<file path="src/rtl/seg7_scan.sv">
// Eight-digit multiplexed seven-segment scanner with frame-latched (tear-free) shadow inputs.
// Optional leading-zero suppression is enabled by defining SEG_LZ_BLANK_EN.
module seg7_scan #(
  parameter int unsigned SCAN_DIV = 50000
) (
  input  logic        clk,
  input  logic        rst_n,
  input  logic [31:0] hex_in,
  input  logic [7:0]  point_in,
  input  logic [7:0]  les_in,
  output logic [7:0]  an_n,
  output logic [7:0]  seg_n,
  output logic [2:0]  digit_idx,
  output logic        frame_pulse
);

  // state    | meaning
  // ST_LOAD  | one cycle: latch shadow inputs, clear counters
  // ST_SCAN  | dwell SCAN_DIV cycles on each of digits 0..7
  typedef enum logic {ST_LOAD, ST_SCAN} state_t;

  localparam logic [15:0] DIV_LAST = 16'(SCAN_DIV - 1);

  state_t      state_q, state_d;
  logic [15:0] div_cnt_q, div_cnt_d;
  logic [2:0]  digit_idx_q, digit_idx_d;
  logic [31:0] hex_q, hex_d;
  logic [7:0]  point_q, point_d;
  logic [7:0]  les_q, les_d;
  logic [7:0]  an_n_q, an_n_d;
  logic [7:0]  seg_n_q, seg_n_d;
  logic        frame_end;
  logic [3:0]  nib;
  logic [7:0]  keep;
  logic        blank;

  function automatic logic [6:0] hex_to_seg(input logic [3:0] h);
    logic [6:0] s;
    unique case (h)
      4'h0: s = 7'h3F;
      4'h1: s = 7'h06;
      4'h2: s = 7'h5B;
      4'h3: s = 7'h4F;
      4'h4: s = 7'h66;
      4'h5: s = 7'h6D;
      4'h6: s = 7'h7D;
      4'h7: s = 7'h07;
      4'h8: s = 7'h7F;
      4'h9: s = 7'h6F;
      4'hA: s = 7'h77;
      4'hB: s = 7'h7C;
      4'hC: s = 7'h39;
      4'hD: s = 7'h5E;
      4'hE: s = 7'h79;
      default: s = 7'h71;
    endcase
    return s;
  endfunction

`ifdef SEG_LZ_BLANK_EN
  logic seen;

  // Walk from the top digit down; a digit stays lit once any nonzero nibble at or above it is seen.
  always_comb begin
    seen = 1'b0;
    keep = 8'h00;
    for (int i = 7; i >= 0; i--) begin
      seen    = seen | (hex_q[4*i +: 4] != 4'h0);
      keep[i] = seen | point_q[i] | (i == 0);
    end
  end
`else
  always_comb begin
    keep = 8'hFF;
  end
`endif

  always_comb begin
    nib   = hex_q[{digit_idx_q, 2'b00} +: 4];
    blank = les_q[digit_idx_q] | ~keep[digit_idx_q];
  end

  always_comb begin
    state_d     = state_q;
    div_cnt_d   = div_cnt_q;
    digit_idx_d = digit_idx_q;
    hex_d       = hex_q;
    point_d     = point_q;
    les_d       = les_q;
    an_n_d      = 8'hFF;
    seg_n_d     = 8'hFF;
    frame_end   = 1'b0;

    unique case (state_q)
      ST_LOAD: begin
        hex_d       = hex_in;
        point_d     = point_in;
        les_d       = les_in;
        div_cnt_d   = 16'd0;
        digit_idx_d = 3'd0;
        state_d     = ST_SCAN;
      end
      default: begin
        if (div_cnt_q == DIV_LAST) begin
          div_cnt_d   = 16'd0;
          digit_idx_d = digit_idx_q + 3'd1;
          if (digit_idx_q == 3'd7) begin
            frame_end = 1'b1;
            state_d   = ST_LOAD;
          end
        end else begin
          div_cnt_d = div_cnt_q + 16'd1;
        end
        if (!blank) begin
          an_n_d  = ~(8'b1 << digit_idx_q);
          seg_n_d = ~{point_q[digit_idx_q], hex_to_seg(nib)};
        end
      end
    endcase
  end

  always_ff @(posedge clk or negedge rst_n) begin
    if (!rst_n) begin
      state_q     <= ST_LOAD;
      div_cnt_q   <= 16'd0;
      digit_idx_q <= 3'd0;
      hex_q       <= 32'd0;
      point_q     <= 8'd0;
      les_q       <= 8'd0;
      an_n_q      <= 8'hFF;
      seg_n_q     <= 8'hFF;
    end else begin
      state_q     <= state_d;
      div_cnt_q   <= div_cnt_d;
      digit_idx_q <= digit_idx_d;
      hex_q       <= hex_d;
      point_q     <= point_d;
      les_q       <= les_d;
      an_n_q      <= an_n_d;
      seg_n_q     <= seg_n_d;
    end
  end

  assign an_n        = an_n_q;
  assign seg_n       = seg_n_q;
  assign digit_idx   = digit_idx_q;
  assign frame_pulse = frame_end;

endmodule

</file>
<file path="config.mk">
export PLATFORM = sky130hd
export DESIGN_NAME = seg7_scan
export DESIGN_NICKNAME = d
export VERILOG_FILES = /design/src/rtl/seg7_scan.sv
export SDC_FILE = /design/constraint.sdc
export NUM_CORES = 1
export LEC_CHECK = 0
export CELL_PAD_IN_SITES_DETAIL_PLACEMENT = 1
export CELL_PAD_IN_SITES_GLOBAL_PLACEMENT = 1
export CORE_ASPECT_RATIO = 1.5
export CORE_MARGIN = 2
export CORE_UTILIZATION = 28
export DETAILED_ROUTE_END_ITERATION = 16
export GPL_ROUTABILITY_DRIVEN = 1
export GPL_TIMING_DRIVEN = 0
export PLACE_DENSITY = 0.59
export RECOVER_POWER = 25
export SLEW_MARGIN = 10
export SYNTH_ARGS = -nofsm -noshare
export SYNTH_HDL_FRONTEND = slang
export SYNTH_SLANG_ARGS = --single-unit
</file>
<file path="constraint.sdc">
create_clock -name clk -period 5.65 [get_ports clk]
set_input_delay 1.13 -clock clk [delete_from_list [all_inputs] [get_ports clk]]
set_output_delay 1.13 -clock clk [all_outputs]
set_load 0.01 [all_outputs]
</file>
### After elaboration in Yosys (flattened, before gate mapping)

Memory sizes are Yosys's and may differ from the RTL's.
Index checks and enable logic that the tools add are counted.

* shift operators: 2
* multiplexer cells: 21
* $lt $le $gt $ge: 1
* equality and inequality tests: 3
* $add $sub $neg: 2
* bitwise operators: 4

Operators by type and width (number)
* $mux W16: 2
* $mux W8: 4
* $shiftx A32 B6 Y4: 1
* $add A16 B1 Y16 const B: 1
* $eq A16 B16 Y1 const B: 1
* $not A8 Y8: 2
* $mux W7: 2
* $mux W1: 9
* $shl A1 B3 Y8 const A: 1
* $bmux W1 S3: 2
* $mux W3: 2
* $lt A3 B4 Y1 const B: 1
* $add A3 B1 Y3 const B: 1
* $eq A3 B3 Y1 const B: 1
* $ne A2 B1 Y1 const B: 1
* $not A1 Y1: 1
* $or A1 B1 Y1: 1

* input port bits: 50
* memories: 2
* bits in read-only memories: 120
* register bits: 84

Memories
* (name not given): words 16, width 7, rd ports 1, clocked after Yosys merged registers in 0, write ports 0, RTL line 39 `unique case (h)`
* (name not given): words 8, width 1, rd ports 1, clocked after Yosys merged registers in 0, write ports 0, RTL line 80 `blank = les_q[digit_idx_q] | ~keep[digit_idx_q];`

### Depth between registers and ports, before layout

* depth after elaboration: 9
* mapped depth: 11
* mapped depth without buffers: 9

### Least setup slack after synthesis

OpenSTA, ideal clock, no wires.

* path type: reg-to-output
* start: register div_cnt_q[0]
* end: output frame_pulse
* stages on the path, launching flop included: 5
* path slack: 3.280 ns
* buffers on the path: 0
* arrival time: 1.240 ns
* cell sequence: dfrtp_1 ha_1 and3_1 and4_1 and3_1

* word-level cells in the longest chain between the ends: 3

Ends and longest elaborated chain
* start, declared: RTL line 25 `logic [15:0] div_cnt_q, div_cnt_d;`
* start signal, assigned: RTL line 134 `div_cnt_q <= div_cnt_d;`
* $eq A16 B16 Y1: RTL line 104 `if (div_cnt_q == DIV_LAST) begin`
* $mux W1: RTL line 104
* $mux W1: RTL line 94 `unique case (state_q)`
* end, declared: RTL line 14 `output logic frame_pulse`

Every way passes these cells.

### Worst setup path after layout

* start: register state_q
* end: output frame_pulse

* word-level cells in the longest chain between the ends: 1

Ends and longest elaborated chain
* start, declared: RTL line 24 `state_t state_q, state_d;`
* start signal, assigned: RTL line 133 `state_q <= state_d;`
* $mux W1: RTL line 94

Every way passes these cells.

==> flow_summary.toml <==
[power]
power_mw = 1.32
clkPwrFrac = 0.439
p_int_mw = 1.02
power_leakage_nw = 2.14
switchingPower_mw = 0.306
p_seq_frac = 0.482
p_per_area_mw_per_mm2 = 257
p_comb_frac = 0.079
switching_share = 0.231
ir_drop_v = 0.000111

[layout]
final_cell_mix = "dfrtp_1, clkdlybuf4s50_1, mux2_1, nand2_1, nor2_1"
num_antenna_cells = 0
regArea_sq_mm = 0.00212
design_area_sq_mm = 0.00514
drive_above_1_share = 0.147
area_growth_pct = 30.9
nNetsFinal = 446
fill_cells = 1466
multiInputGateArea_sq_mm = 0.00171

[yosys]
synth_area_leaders = "dfrtp_1, mux2_1, dfstp_2"
yosysWarnings = 0
synth.cell_area_sq_mm = 0.00393
synthCells = 302
syn_nets = 365
synth.distinct_cells = 42
syn_avg_cell_area_sq_um = 13.0
yosysSeqAreaShare = 0.540
synth_top_cell_by_area = "dfrtp_1"
synth.ff_latch_count = 84
synth_top_area_frac = 0.433

[floorplanning]
io_pins = 70
initial_core_util = 0.283
core_sq_mm = 0.0139
rows = 53
dieArea_sq_mm = 0.0150
die_h_um = 149
dieWidth_um = 101

[critical_path]
crit_path_end_kind = "output port"
crit_chain = "clkbuf_1, clkbuf_1, and3_1, clkdlybuf4s50_1"
required_ns = 4.52
slowest_delay_ns = 0.56
cpMostUsedCell = "clkbuf_1"
path_class = "reg -> out"
crit_fanout = 10
critPathSlowestCell = "clkdlybuf4s50_1"
start_kind = "flop"
worstPathArrival_ns = 2.47

[global_routing]
grt_max_degree = 66
grt_pass1_vias = 2939
grt_first_pass_wirelength_um = 15700
antenna_found_initial = 0
grt_overflow_total = 0
grt_util_all_layers = 0.139

[sta]
worst_slack_ns = 2.05
worst_pin_slew_ns = 1.24
clock_skew_ns = 0.0116
hold_viol_final = 0
clock.fmax_mhz = 278
maxSlewHeadroom = 0.176
setup_tns_ns = 0
rsz0062_at_grt = "no"
finalSetupViolCount = 0
finalCriticalPeriod_ns = 3.60
fin_crit_sh = 0.637
slew_violations = 0

[detailed_routing]
post-route-drc-count = 0
wire_per_inst_um = 17.2
first_iter_violations = 47
via_count = 2620
wirelength_um = 9520
vias_per_cell = 4.74
firstDrtPassIters = 4
ant_nets = 0

[cts]
path_clk_slew_ns = 0.06
cts_resized = 0
clk_latency_ns = 0.34
cts_sinks = 84
htreeDepth = 3
cts_root_buffer = "clkbuf_16"
post-cts-setup-buffers = 0
cts_made_buffers = 9
cts_tree = "built"
clockBufferDepth = 2
cts_hold_buf = 0

[place]
hpwl_um = 7200
place_area_sq_mm = 0.00485
port_buffers = 69
gp_congestion = 0.786
place_ws_ns = 2.36

[hold_path]
hp-class = "reg -> reg"

[flow_run]
cap_violations = 0

[outcome]
status = "finished clean"
## worst paths after layout
path                                     startpoint                      end  slack, ns  depth (start not counted)
max reg2reg                digit_idx[0]$_DFFE_PN0P_       seg_n[3]$_DFF_PN1_       2.92                          8
min in group asynchronous                     rst_n  div_cnt_q[13]$_DFF_PN0_       1.04                          1
min                          div_cnt_q[0]$_DFF_PN0_   div_cnt_q[0]$_DFF_PN0_       0.49                          1
max                               state_q$_DFF_PN0_              frame_pulse       2.05                          4
max in group asynchronous                     rst_n       seg_n[7]$_DFF_PN1_       3.66                          2
min reg2reg                  div_cnt_q[0]$_DFF_PN0_   div_cnt_q[0]$_DFF_PN0_       0.49                          1
## metrics by stage
step	hold WS [ns]	std cells	utilization
after detailed placement	0.476	537	0.350
after global routing	0.510	553	0.371
after CTS	0.494	553	0.371
after global placement	0.470	536	0.348
after floorplan	0.448	302	-
final	0.489	553	0.371
## kinds of logic after synthesis
logic type / count (synthesis) / share of synthesized area
AOI/OAI and AO/OA: 21 / 0.0408
and+or+nand+nor: 83 / 0.101
xor gates and xnor gates: 15 / 0.0335
buffers and inverters: 21 / 0.0249
muxes: 65 / 0.218
DFF: 84 / 0.540
adders and majority gates: 13 / 0.0414
## critical path, delay by kind of cell, from the launching register on
| family | cells | cell delay (ns) |
|---|---|---|
| buf+inv | 3 | 1.45 |
| flops | 1 | 0.37 |
| simple gates | 1 | 0.32 |
## routing by layer
layer  share of wire  wire length [um]  GRT usage  vias up
li1                -                 -          -     1226
met1            0.40              3850      0.162     1332
met2            0.54              5180      0.248       50
met3           0.027               256     0.0253       12
met4           0.024               231     0.0541        0
met5               0                 0          0        -
## state kept, by name, summed over array words and instances, names as in the netlist
signal     flops
an_n           8
digit_idx      3
div_cnt_q     16
hex_q         32
les_q          8
point_q        8
seg_n          8
state_q        1
## synth_stat cells (all sizes together)
library cell,count
o31ai,1
nor3,3
nand3,13
clkbuf,7
mux2,51
and4,1
a221o,1
a22o,1
dfrtp,68
a22oi,1
inv,9
o221ai,3
nor2,20
o21ai,3
o22a,1
and3,10
nor4b,1
nor2b,1
dfstp,16
a311o,2
a21boi,1
buf,5
o22ai,1
nor4bb,1
a211oi,1
mux2i,4
xor2,8
o211a,1
and2,3
mux4,10
nand2,25
nand2b,2
nand4,3
xnor2,7
a21oi,4
ha,13
## power by group through the flow
stage | clock [mW] | combinational (mW) | sequential (mW)
floorplan | 0 | 0.0365 | 0.647
CTS | 0.603 | 0.108 | 0.638
finish | 0.580 | 0.105 | 0.637
global route | 0.625 | 0.116 | 0.640
global placement | 0 | 0.104 | 0.647
detailed placement | 0 | 0.108 | 0.649
## area by class of cell
class / count / area share
Sequential cell: 84 / 0.413
Clock buffer: 11 / 0.0492
Timing Repair Buffer: 70 / 0.139
Tap cell: 165 / 0.0402
Buffer: 12 / 0.0124
Multi-Input combinational cell: 197 / 0.332
Clock inverter: 5 / 0.00828
Inverter: 9 / 0.00657
No activity file was read; power rests on OpenSTA's default activity.
